==> config.mk <==
export PLATFORM = sky130hd
export DESIGN_NAME = tt_rng_health_packer_flat
export DESIGN_NICKNAME = d
export VERILOG_FILES = /design/src/rtl/tt_rng_pkg.sv /design/src/rtl/tt_rng_health_packer_if.sv /design/src/rtl/tt_rng_health_test.sv /design/src/rtl/tt_rng_health_packer.sv /design/src/flat_wrapper.sv
export SDC_FILE = /design/constraint.sdc
export NUM_CORES = 1
export LEC_CHECK = 0
export CORE_ASPECT_RATIO = 1.25
export CORE_MARGIN = 4
export CORE_UTILIZATION = 60
export CTS_CLUSTER_DIAMETER = 40
export DETAILED_ROUTE_END_ITERATION = 8
export GPL_TIMING_DRIVEN = 0
export HOLD_SLACK_MARGIN = 0.15
export PLACE_DENSITY = 0.76
export RECOVER_POWER = 100
export REMOVE_ABC_BUFFERS = 1
export SYNTH_ARGS = -nofsm -noshare
export SYNTH_HDL_FRONTEND = slang
export SYNTH_SLANG_ARGS = --single-unit
==> constraint.sdc <==
create_clock -name clk -period 2.9 [get_ports clk]
set_input_delay 0.87 -clock clk [delete_from_list [all_inputs] [get_ports clk]]
set_output_delay 0.87 -clock clk [all_outputs]
set_load 0.1 [all_outputs]
==> src/rtl/tt_rng_pkg.sv <==
// Shared types and default health-test thresholds for the TRNG health/packer block.
package tt_rng_pkg;

  typedef enum logic [1:0] {
    IDLE    = 2'd0,
    STARTUP = 2'd1,
    RUN     = 2'd2,
    FAIL    = 2'd3
  } rng_state_t;

  localparam int unsigned RCT_CUTOFF_DEF = 32;
  localparam int unsigned APT_WINDOW_DEF = 1024;
  localparam int unsigned APT_CUTOFF_DEF = 840;
  localparam int unsigned START_BITS_DEF = 1024;

endpackage

==> src/rtl/tt_rng_health_packer_if.sv <==
// Bit-stream input and packed-byte valid/ready output of the health packer.
interface tt_rng_health_packer_if;
  logic       bit_in;
  logic       bit_valid;
  logic [7:0] out_data;
  logic       out_valid;
  logic       out_ready;

  modport master (
    output bit_in, bit_valid, out_ready,
    input  out_data, out_valid
  );

  modport slave (
    input  bit_in, bit_valid, out_ready,
    output out_data, out_valid
  );
endinterface

==> src/rtl/tt_rng_health_test.sv <==
// Repetition count and adaptive proportion tests; hits flag the bit being accepted.
module tt_rng_health_test
  import tt_rng_pkg::*;
#(
  parameter int unsigned RCT_CUTOFF = RCT_CUTOFF_DEF,
  parameter int unsigned APT_WINDOW = APT_WINDOW_DEF,
  parameter int unsigned APT_CUTOFF = APT_CUTOFF_DEF
) (
  input  logic clk,
  input  logic rst_n,
  input  logic restart,
  input  logic bit_in,
  input  logic bit_accept,
  output logic rct_hit,
  output logic apt_hit
);

  localparam int unsigned RunW = $clog2(RCT_CUTOFF + 1);
  localparam int unsigned AptW = $clog2(APT_WINDOW + 1);
  localparam logic [RunW-1:0] RunMax = RunW'(RCT_CUTOFF);
  localparam logic [AptW-1:0] WinMax = AptW'(APT_WINDOW);
  localparam logic [AptW-1:0] AptCut = AptW'(APT_CUTOFF);

  logic [RunW-1:0] r_run, w_run_nxt;
  logic            r_prev;
  logic [AptW-1:0] r_win, w_win_nxt, r_match, w_match_nxt;
  logic            r_ref, w_ref_nxt;

  always_comb begin
    w_run_nxt = r_run;
    if (r_run == '0 || bit_in != r_prev) begin
      w_run_nxt = RunW'(1);
    end else if (r_run != RunMax) begin
      w_run_nxt = r_run + RunW'(1);
    end

    w_win_nxt   = r_win;
    w_match_nxt = r_match;
    w_ref_nxt   = r_ref;
    // A zero or full window count means this bit is the reference of a fresh window.
    if (r_win == '0 || r_win == WinMax) begin
      w_win_nxt   = AptW'(1);
      w_match_nxt = AptW'(1);
      w_ref_nxt   = bit_in;
    end else begin
      w_win_nxt = r_win + AptW'(1);
      if (bit_in == r_ref && r_match != WinMax) begin
        w_match_nxt = r_match + AptW'(1);
      end
    end

    rct_hit = bit_accept && (w_run_nxt >= RunMax);
    apt_hit = bit_accept && (w_match_nxt >= AptCut);
  end

  always_ff @(posedge clk or negedge rst_n) begin
    if (!rst_n) begin
      r_run   <= '0;
      r_prev  <= 1'b0;
      r_win   <= '0;
      r_match <= '0;
      r_ref   <= 1'b0;
    end else if (restart) begin
      r_run   <= '0;
      r_prev  <= 1'b0;
      r_win   <= '0;
      r_match <= '0;
      r_ref   <= 1'b0;
    end else if (bit_accept) begin
      r_run   <= w_run_nxt;
      r_prev  <= bit_in;
      r_win   <= w_win_nxt;
      r_match <= w_match_nxt;
      r_ref   <= w_ref_nxt;
    end
  end

endmodule

==> src/rtl/tt_rng_health_packer.sv <==
// Health-gated TRNG byte packer: start-up qualification, MSB-first packing, sticky faults.
module tt_rng_health_packer
  import tt_rng_pkg::*;
#(
  parameter int unsigned RCT_CUTOFF = RCT_CUTOFF_DEF,
  parameter int unsigned APT_WINDOW = APT_WINDOW_DEF,
  parameter int unsigned APT_CUTOFF = APT_CUTOFF_DEF,
  parameter int unsigned START_BITS = START_BITS_DEF
) (
  input  logic                         clk,
  input  logic                         rst_n,
  input  logic                         enable,
  input  logic                         clr_fail,
  tt_rng_health_packer_if.slave        bus,
  output logic                         online,
  output logic                         rct_fail,
  output logic                         apt_fail,
  output logic                         overrun
);

  localparam int unsigned StW = $clog2(START_BITS + 1);
  localparam logic [StW-1:0] StMax = StW'(START_BITS);

  rng_state_t     r_state, w_state_nxt;
  logic [StW-1:0] r_start_cnt, w_start_nxt;
  logic [6:0]     r_shift;
  logic [2:0]     r_bit_cnt;
  logic [7:0]     r_out_data;
  logic           r_out_valid, r_rct_fail, r_apt_fail, r_overrun;
  logic           w_accept, w_restart, w_rct_hit, w_apt_hit, w_hit;
  logic           w_pack, w_byte_done, w_start_done, w_flush;

  assign w_accept  = enable && bus.bit_valid && (r_state == STARTUP || r_state == RUN);
  assign w_restart = !enable || (r_state == IDLE) || (r_state == FAIL && clr_fail);
  assign w_hit     = w_rct_hit || w_apt_hit;
  assign w_pack    = w_accept && (r_state == RUN) && !w_hit;
  assign w_byte_done = w_pack && (r_bit_cnt == 3'd7);
  // The failing bit is never packed; failure, FAIL and IDLE all flush the datapath.
  assign w_flush   = !enable || w_hit || (r_state == FAIL) || (r_state == IDLE);
  assign w_start_nxt  = (r_start_cnt == StMax) ? r_start_cnt : r_start_cnt + StW'(1);
  assign w_start_done = w_accept && (r_state == STARTUP) && (w_start_nxt == StMax);

  tt_rng_health_test #(
    .RCT_CUTOFF(RCT_CUTOFF),
    .APT_WINDOW(APT_WINDOW),
    .APT_CUTOFF(APT_CUTOFF)
  ) u_health (
    .clk       (clk),
    .rst_n     (rst_n),
    .restart   (w_restart),
    .bit_in    (bus.bit_in),
    .bit_accept(w_accept),
    .rct_hit   (w_rct_hit),
    .apt_hit   (w_apt_hit)
  );

  always_comb begin
    w_state_nxt = r_state;
    if (!enable) begin
      w_state_nxt = IDLE;
    end else begin
      case (r_state)
        IDLE:    w_state_nxt = STARTUP;
        STARTUP: begin
          if (w_hit)             w_state_nxt = FAIL;
          else if (w_start_done) w_state_nxt = RUN;
        end
        RUN:     if (w_hit) w_state_nxt = FAIL;
        FAIL:    if (clr_fail) w_state_nxt = STARTUP;
        default: w_state_nxt = IDLE;
      endcase
    end
  end

  always_ff @(posedge clk or negedge rst_n) begin
    if (!rst_n) begin
      r_state     <= IDLE;
      r_start_cnt <= '0;
    end else begin
      r_state <= w_state_nxt;
      if (w_restart) begin
        r_start_cnt <= '0;
      end else if (w_accept && r_state == STARTUP) begin
        r_start_cnt <= w_start_nxt;
      end
    end
  end

  always_ff @(posedge clk or negedge rst_n) begin
    if (!rst_n) begin
      r_shift     <= '0;
      r_bit_cnt   <= '0;
      r_out_data  <= '0;
      r_out_valid <= 1'b0;
    end else if (w_flush) begin
      r_shift     <= '0;
      r_bit_cnt   <= '0;
      r_out_data  <= '0;
      r_out_valid <= 1'b0;
    end else begin
      if (w_pack) begin
        r_shift   <= {r_shift[5:0], bus.bit_in};
        r_bit_cnt <= r_bit_cnt + 3'd1;
      end
      if (r_out_valid && bus.out_ready) begin
        r_out_valid <= 1'b0;
      end
      if (w_byte_done && (!r_out_valid || bus.out_ready)) begin
        r_out_data  <= {r_shift, bus.bit_in};
        r_out_valid <= 1'b1;
      end
    end
  end

  always_ff @(posedge clk or negedge rst_n) begin
    if (!rst_n) begin
      r_rct_fail <= 1'b0;
      r_apt_fail <= 1'b0;
      r_overrun  <= 1'b0;
    end else begin
      if (r_state == FAIL && clr_fail) begin
        r_rct_fail <= 1'b0;
        r_apt_fail <= 1'b0;
      end else begin
        if (w_rct_hit) r_rct_fail <= 1'b1;
        if (w_apt_hit) r_apt_fail <= 1'b1;
      end
      if (w_byte_done && r_out_valid && !bus.out_ready) begin
        r_overrun <= 1'b1;
      end else if (clr_fail) begin
        r_overrun <= 1'b0;
      end
    end
  end

  assign bus.out_data  = r_out_data;
  assign bus.out_valid = r_out_valid;
  assign online        = (r_state == RUN);
  assign rct_fail      = r_rct_fail;
  assign apt_fail      = r_apt_fail;
  assign overrun       = r_overrun;

endmodule

==> src/flat_wrapper.sv <==
// flat-port wrapper written by rule: the top's interface ports become plain ports
module tt_rng_health_packer_flat import tt_rng_pkg::*;
#(
  parameter int unsigned RCT_CUTOFF = RCT_CUTOFF_DEF,
  parameter int unsigned APT_WINDOW = APT_WINDOW_DEF,
  parameter int unsigned APT_CUTOFF = APT_CUTOFF_DEF,
  parameter int unsigned START_BITS = START_BITS_DEF
)
  (clk, rst_n, enable, clr_fail, online, rct_fail, apt_fail, overrun, bus_bit_in, bus_bit_valid, bus_out_ready, bus_out_data, bus_out_valid);
  tt_rng_health_packer_if bus_i ();
  input  logic clk;
  input  logic rst_n;
  input  logic enable;
  input  logic clr_fail;
  output logic online;
  output logic rct_fail;
  output logic apt_fail;
  output logic overrun;
  input wire logic [$bits(bus_i.bit_in)-1:0] bus_bit_in;
  input wire logic [$bits(bus_i.bit_valid)-1:0] bus_bit_valid;
  input wire logic [$bits(bus_i.out_ready)-1:0] bus_out_ready;
  output wire logic [$bits(bus_i.out_data)-1:0] bus_out_data;
  output wire logic [$bits(bus_i.out_valid)-1:0] bus_out_valid;
  assign bus_i.bit_in = bus_bit_in;
  assign bus_i.bit_valid = bus_bit_valid;
  assign bus_i.out_ready = bus_out_ready;
  assign bus_out_data = bus_i.out_data;
  assign bus_out_valid = bus_i.out_valid;
  tt_rng_health_packer #(.RCT_CUTOFF(RCT_CUTOFF), .APT_WINDOW(APT_WINDOW), .APT_CUTOFF(APT_CUTOFF), .START_BITS(START_BITS)) u_core (.clk(clk), .rst_n(rst_n), .enable(enable), .clr_fail(clr_fail), .bus(bus_i), .online(online), .rct_fail(rct_fail), .apt_fail(apt_fail), .overrun(overrun));
endmodule
==> metrics.cfg, run 1 <==
[placed_design]
portBuffers = 19
gp_congestion = 0.967
hpwl_um = 5700
dp_cells = 528

[timing]
max_freq_mhz = 358
worstMarginPinSlew_ns = 1.60
min_period_ns = 2.79
drv_slew = 65
max-slew-margin-rel_pct = -6.91
finClkSkew_ns = 0.00808
setup_viol_count_final = 0
hold_viol = 0
period_share_pct = 96.2
rsz0062_at_grt = false

[cts]
cts_made_buffers = 9
cts_root_buffer = clkbuf_8
cts_tree = yes
clock_sinks = 64
clock_latency_ns = 0.35
clk_pin_slew_ns = 0.07
clockBufferDepth = 2
hold_buffers = 0
htree_num_levels = 3

[synth]
synth_top_cell_area_share_pct = 41.3
yosysWarnings = 0
synth-compound-area-share_pct = 20.2
synthSimpleGateAreaFrac_pct = 23.4
avgSynthCellArea_um2 = 8.61
ys_dominant_reg_cell = dfrtp_1
synth_top_cell_by_area = dfrtp_1
yosys.area_share.adder_pct = 4.52
ys_seq_area_share_pct = 41.3
postSynth.asyncResetShare_pct = 100
synth_area_mm2 = 0.00388
syn_inst = 450
ys_types = 58
synth_xor_area_share_pct = 5.42
synth_edf_count = 0
synth_seq_cells = 64
yosysMostFrequentCell = dfrtp_1
ys_top_cells_by_area = dfrtp_1, a21oi_1, ha_1
synth_top_family_by_area = simple AND/OR/NAND/NOR gates
synth_mux_area_share_pct = 0.258
ys_top_cells_by_count = dfrtp_1, a21oi_1, nor2_1, nand2_1, o21ai_0

[layout]
layout.cells.non_filler = 548
nets = 480
antenna_cells = 0
register_area_mm2 = 0.00160
multi_input_area_mm2 = 0.00215
nFillCells = 497
drive_gt1_share_pct = 8.42
area_delta_synth_final_pct = 12.7

[setup_path]
reg2reg_setup_slack_ns = 0.27
critPathKind = reg2out
rr_startpoint = u_core.u_health.r_match[0]
r2r_cells = 9
critPathSlowestCell = dlygate4sd3_1
required_ns = 2.03
cp_top_family = buffers and inverters
path_buf_inv = 1
worst_setup_path_end_kind = primary output
timing.rr.end = u_core.r_shift[5]
cp-start-kind = flop
cp_max_fo = 2
crit_chain = dlygate4sd3_1
slowest_delay_ns = 1.21
crit_arrival_ns = 1.92

[run_status]
status = finished with violations
violations = max-capacitance violations, max-slew violations

[pwr]
powerDensity_mw_per_mm2 = 507
leakagePower_uw = 0.00173
vdd_drop_max_v = 0.000555
finalPower_uw = 2220

[route]
wl_per_cell_um = 16.1
drt_pass1_iterations = 4
vias_per_cell = 6.20
drt_wl_total_um = 8820
ant_nets = 0
drt_iter0_markers = 154
num_vias = 3398
drcViolationCount = 0

[die]
io_pins = 20
initial_core_util_pct = 62.5
die_w_um = 79.9
die-area_mm2 = 0.00782
coreArea_mm2 = 0.00621
row_count = 32
die_y_um = 97.9

[hold_path]
hp-class = reg2reg
holdPathStages = 1
min-delay-start = u_core.u_health.r_win[9]
hold_end = u_core.u_health.r_win[9]

[global_routing]
grt-ovfl-total = 0
grtUsageTotal_pct = 23.9
antenna_found_initial = 0
grt_pass1_vias = 3235
grt_pass1_wl_um = 15100
grt_max_degree = 65

[job]
drv_cap = 1

worst reg2reg max path: cells and delay by family, from the launching register on:
family                     cells  cell delay, ns
AOI/OAI and AO/OA              4            0.87
xor gates and xnor gates       1            0.20
adders and majority gates      1            0.30
buffers and inverters          1            0.21
DFF                            1            0.48
and+or+nand+nor                2            0.45
worst max path at each step:
stage,end,from,slack [ns],cells past startpoint
floorplan,u_core.r_state[1],bus_bit_in,0.003,7
global placement,u_core.r_state[0],bus_bit_in,-1.40,8
detailed placement,u_core.r_state[1],bus_bit_in,-1.36,8
CTS,u_core.r_bit_cnt[0],bus_bit_in,0.01,8
global route,u_core.r_bit_cnt[0],bus_bit_in,0.01,8
finish,rct_fail,u_core.rct_fail,0.11,1
stage by stage:
| stage | cell area [um^2] | setup WS [ns] | TNS (ns) | hold slack [ns] | util [%] |
|---|---|---|---|---|---|
| after CTS | 4310 | 0.0142 | 0 | 0.479 | 69.5 |
| after detailed placement | 4040 | -1.36 | -31.84 | 0.470 | 65.1 |
| after global placement | 4040 | -1.40 | -106.59 | 0.474 | 65.2 |
| after global routing | 4370 | 0.00975 | 0 | 0.509 | 70.4 |
| after floorplan | 3750 | 0.00305 | 0 | 0.450 | - |
| final | 4370 | 0.110 | 0 | 0.480 | 70.4 |
final cells by class:
cell class	count	share of cell area (%)
Clock buffer	12	3.55
Sequential cell	64	36.7
Tap cell	85	2.43
Inverter	16	1.37
Clock inverter	3	1.49
Multi-Input combinational cell	345	49.3
Timing Repair Buffer	23	5.21
flip-flops by register name, indices dropped and copies added, names as in the netlist:
signal                   flops
u_core.apt_fail              1
u_core.bus.out_data          8
u_core.bus.out_valid         1
u_core.overrun               1
u_core.r_bit_cnt             3
u_core.r_shift               7
u_core.r_start_cnt          11
u_core.r_state               2
u_core.rct_fail              1
u_core.u_health.r_match     11
u_core.u_health.r_prev       1
u_core.u_health.r_ref        1
u_core.u_health.r_run        6
u_core.u_health.r_win       10
cells by family after synthesis:
| logic type | count (synthesis) |
|---|---|
| AO/OA/AOI/OAI | 131 |
| XOR/XNOR | 21 |
| adder cells (fa/ha/maj) | 14 |
| buffers and inverters | 42 |
| flip-flops | 64 |
| multiplexers | 1 |
| AND/OR/NAND/NOR | 177 |
cells in the final DEF, fill, tap and decap left out, types with 3 or more instances in the layout:
master / count
dfrtp_1: 64
o22ai_1: 3
a21o_1: 3
xor2_1: 11
nor2_1: 42
inv_1: 16
ha_1: 14
nor2b_1: 5
nand3_1: 26
o31ai_1: 11
nand4_1: 24
nor4_1: 3
nand2_1: 34
a31oi_1: 5
and2_1: 4
and3_1: 4
or3_1: 6
o21ai_0: 34
nor3_1: 6
clkdlybuf4s50_1: 4
a21oi_1: 53
nor4b_1: 3
a211oi_1: 3
xnor2_1: 8
clkbuf_8: 11
nand2b_1: 5
dlygate4sd3_1: 12
power by group:
group          internal, uW  switching (uW)  total, uW
clock network           525             340        866
logic                   119             296        415
registers               909            25.5        935
per-layer routing:
layer,track usage (%),up-vias,share of wire (%)
met3,5.54,18,4.1
met4,8.19,0,2.1
li1,-,1650,-
met2,39.1,94,51
met1,30.9,1636,43
met5,0,-,0
what timing repair did:
item / 4_1_cts / 5_1_grt
setup endpoints to repair: 23 / 23
gates cloned: 1 / 0
gates resized for setup: 9 / 12
pin swaps: 2 / 1
setup buffers: 1 / 3
No activity file was read; power rests on OpenSTA's default activity.
==> inputs of run 2 (changes only) <==
--- a/config.mk
+++ b/config.mk
@@ -7,12 +7,12 @@
 export LEC_CHECK = 0
 export CORE_ASPECT_RATIO = 1.25
 export CORE_MARGIN = 4
-export CORE_UTILIZATION = 60
+export CORE_UTILIZATION = 45
 export CTS_CLUSTER_DIAMETER = 40
 export DETAILED_ROUTE_END_ITERATION = 8
 export GPL_TIMING_DRIVEN = 0
 export HOLD_SLACK_MARGIN = 0.15
-export PLACE_DENSITY = 0.76
+export PLACE_DENSITY = 0.59
 export RECOVER_POWER = 100
 export REMOVE_ABC_BUFFERS = 1
 export SYNTH_ARGS = -nofsm -noshare
==> metrics.cfg, run 2 (synthesis results as in run 1) <==
[run_status]
status = finished with violations
violations = max-capacitance violations, max-slew violations

[layout]
layout_common_cells = dfrtp_1, a21oi_1, nor2_1
drive_gt1_share_pct = 8.19  ; -0.23 points
layout.cells.non_filler = 561  ; +2.4%
antenna_cells = 0  ; unchanged
post-route-util_pct = 52.4  ; -18 points
nFillCells = 794  ; +60%
mostFrequentLayoutCell = dfrtp_1
reg_top3 = u_core.r_start_cnt x11, u_core.u_health.r_match x11, u_core.u_health.r_win x10
area_delta_synth_final_pct = 12.6  ; about the same
nets = 480  ; unchanged

[setup_path]
critical_path.startpoint = u_core.rct_fail
required_ns = 2.03  ; about the same
cp_max_fo = 2  ; unchanged
worst_setup_path_end_kind = primary output
rr_startpoint = u_core.u_health.r_match[0]
crit_chain = dlygate4sd3_1
cp_top_family = buffers and inverters
critPathKind = reg2out
critPathSlowestCell = dlygate4sd3_1
crit_arrival_ns = 1.93  ; about the same
slowest_delay_ns = 1.21  ; about the same
path_buf_inv = 1  ; unchanged
cp-start-kind = flop

[route]
num_vias = 3371  ; -0.79%
drt_wl_total_um = 9180  ; +4.2%
drt_iter0_markers = 95  ; -38%
vias_per_cell = 6.01  ; -3.1%
ant_nets = 0  ; unchanged
drt_pass1_iterations = 4  ; unchanged
wl_per_cell_um = 16.4  ; +1.7%
drcViolationCount = 0  ; unchanged

[placed_design]
place_ws_ns = -1.08  ; +0.280 ns
portBuffers = 19  ; unchanged
hpwl_um = 5970  ; +4.7%
dp_cells = 540  ; +2.3%
gp_congestion = 0.857  ; -11%

[cts]
clockBufferDepth = 2  ; unchanged
cts_tree = yes
cts_made_buffers = 9  ; unchanged
clock_sinks = 64  ; unchanged
hold_buffers = 0  ; unchanged
clock_latency_ns = 0.35  ; about the same
clk_pin_slew_ns = 0.08  ; about the same
htree_num_levels = 3  ; unchanged
cts_root_buffer = clkbuf_8

[die]
die_y_um = 112  ; +14%
die-area_mm2 = 0.0102  ; +30%
coreArea_mm2 = 0.00833  ; +34%
die_w_um = 91.0  ; +14%
initial_core_util_pct = 46.5  ; -16 points
io_pins = 20  ; unchanged
row_count = 37  ; +16%

[timing]
setup_viol_count_final = 0  ; unchanged
drv_slew = 65  ; unchanged
min_period_ns = 2.80  ; +0.00780 ns
max-slew-margin-rel_pct = -9.14  ; -2.2 points
finClkSkew_ns = 0.00864  ; +0.000557 ns
period_share_pct = 96.5  ; +0.27 points
hold_viol = 0  ; unchanged
rsz0062_at_grt = false
max_freq_mhz = 357  ; -0.28%
worstMarginPinSlew_ns = 1.64  ; +0.0335 ns
layout_setup_ws_ns = 0.102  ; -0.00780 ns

[pwr]
leakagePower_uw = 0.00172  ; -0.32%
finalPower_uw = 2170  ; -2.1%
vdd_drop_max_v = 0.000286  ; -48%
powerDensity_mw_per_mm2 = 497  ; -2.0%

[global_routing]
antenna_found_initial = 0  ; unchanged
grtUsageTotal_pct = 18.9  ; -5.0 points
grt_pass1_wl_um = 15800  ; +4.5%
grt-ovfl-total = 0  ; unchanged
grt_pass1_vias = 3239  ; +0.12%
grt_max_degree = 65  ; unchanged

[job]
drv_cap = 1  ; unchanged

[hold_path]
hp-class = reg2reg
min-delay-start = u_core.u_health.r_win[9]

## run 2: stage by stage
stage	hold WS, ns	setup TNS [ns]	cell area (um^2)
5_1_grt	0.499	0	4370
4_1_cts	0.490	0	4330
3_3_place_gp	0.472	-121.21	4060
6_report	0.483	0	4370
3_5_place_dp	0.479	-27.88	4060
2_1_floorplan	0.450	0	3750
## run 2: where the power goes
group	total [uW]	internal, uW	switching (uW)	leakage, uW
Clock	817	424	394	0.0000989
Combinational	420	126	294	0.000733
Sequential	933	908	25.0	0.000892
## run 2: timing repair
action / in CTS / in global routing
setup endpoints to repair: 24 / 22
cloned: 1 / 0
resized for setup: 10 / 8
pin swaps: 3 / 0
buffers inserted: 3 / 1
## run 2: layer usage
layer | up-vias | track usage (%) | share of wire, %
li1 | 1647 | - | -
met3 | 12 | 3.99 | 3.7
met5 | - | 0 | 0
met1 | 1648 | 25.0 | 46
met2 | 64 | 30.6 | 49
met4 | 0 | 6.64 | 1.3
## run 2: path summary, 6_finish.rpt
| kind | endpoint | slack, ns | depth (start not counted) |
|---|---|---|---|
| worst max-delay path | rct_fail | 0.10 | 1 |
| worst min-delay path | u_core.u_health.r_win[9] | 0.48 | 1 |
| worst max register to register | u_core.bus.out_data[5] | 0.25 | 9 |
| worst min register to register | u_core.u_health.r_win[9] | 0.48 | 1 |
| max in group asynchronous | u_core.bus.out_data[0] | 0.99 | 1 |
| min in group asynchronous | u_core.u_health.r_match[3] | 0.94 | 1 |
## run 2: cell type report
type	count	area [um^2]	area share, %
clock buffers	10	138	3.15
clock inverters	6	67.6	1.55
inverters	16	60.1	1.38
multi-input cells	345	2140	49.0
flip-flops and latches	64	1600	36.7
well taps	97	121	2.78
repair buffers	23	236	5.42
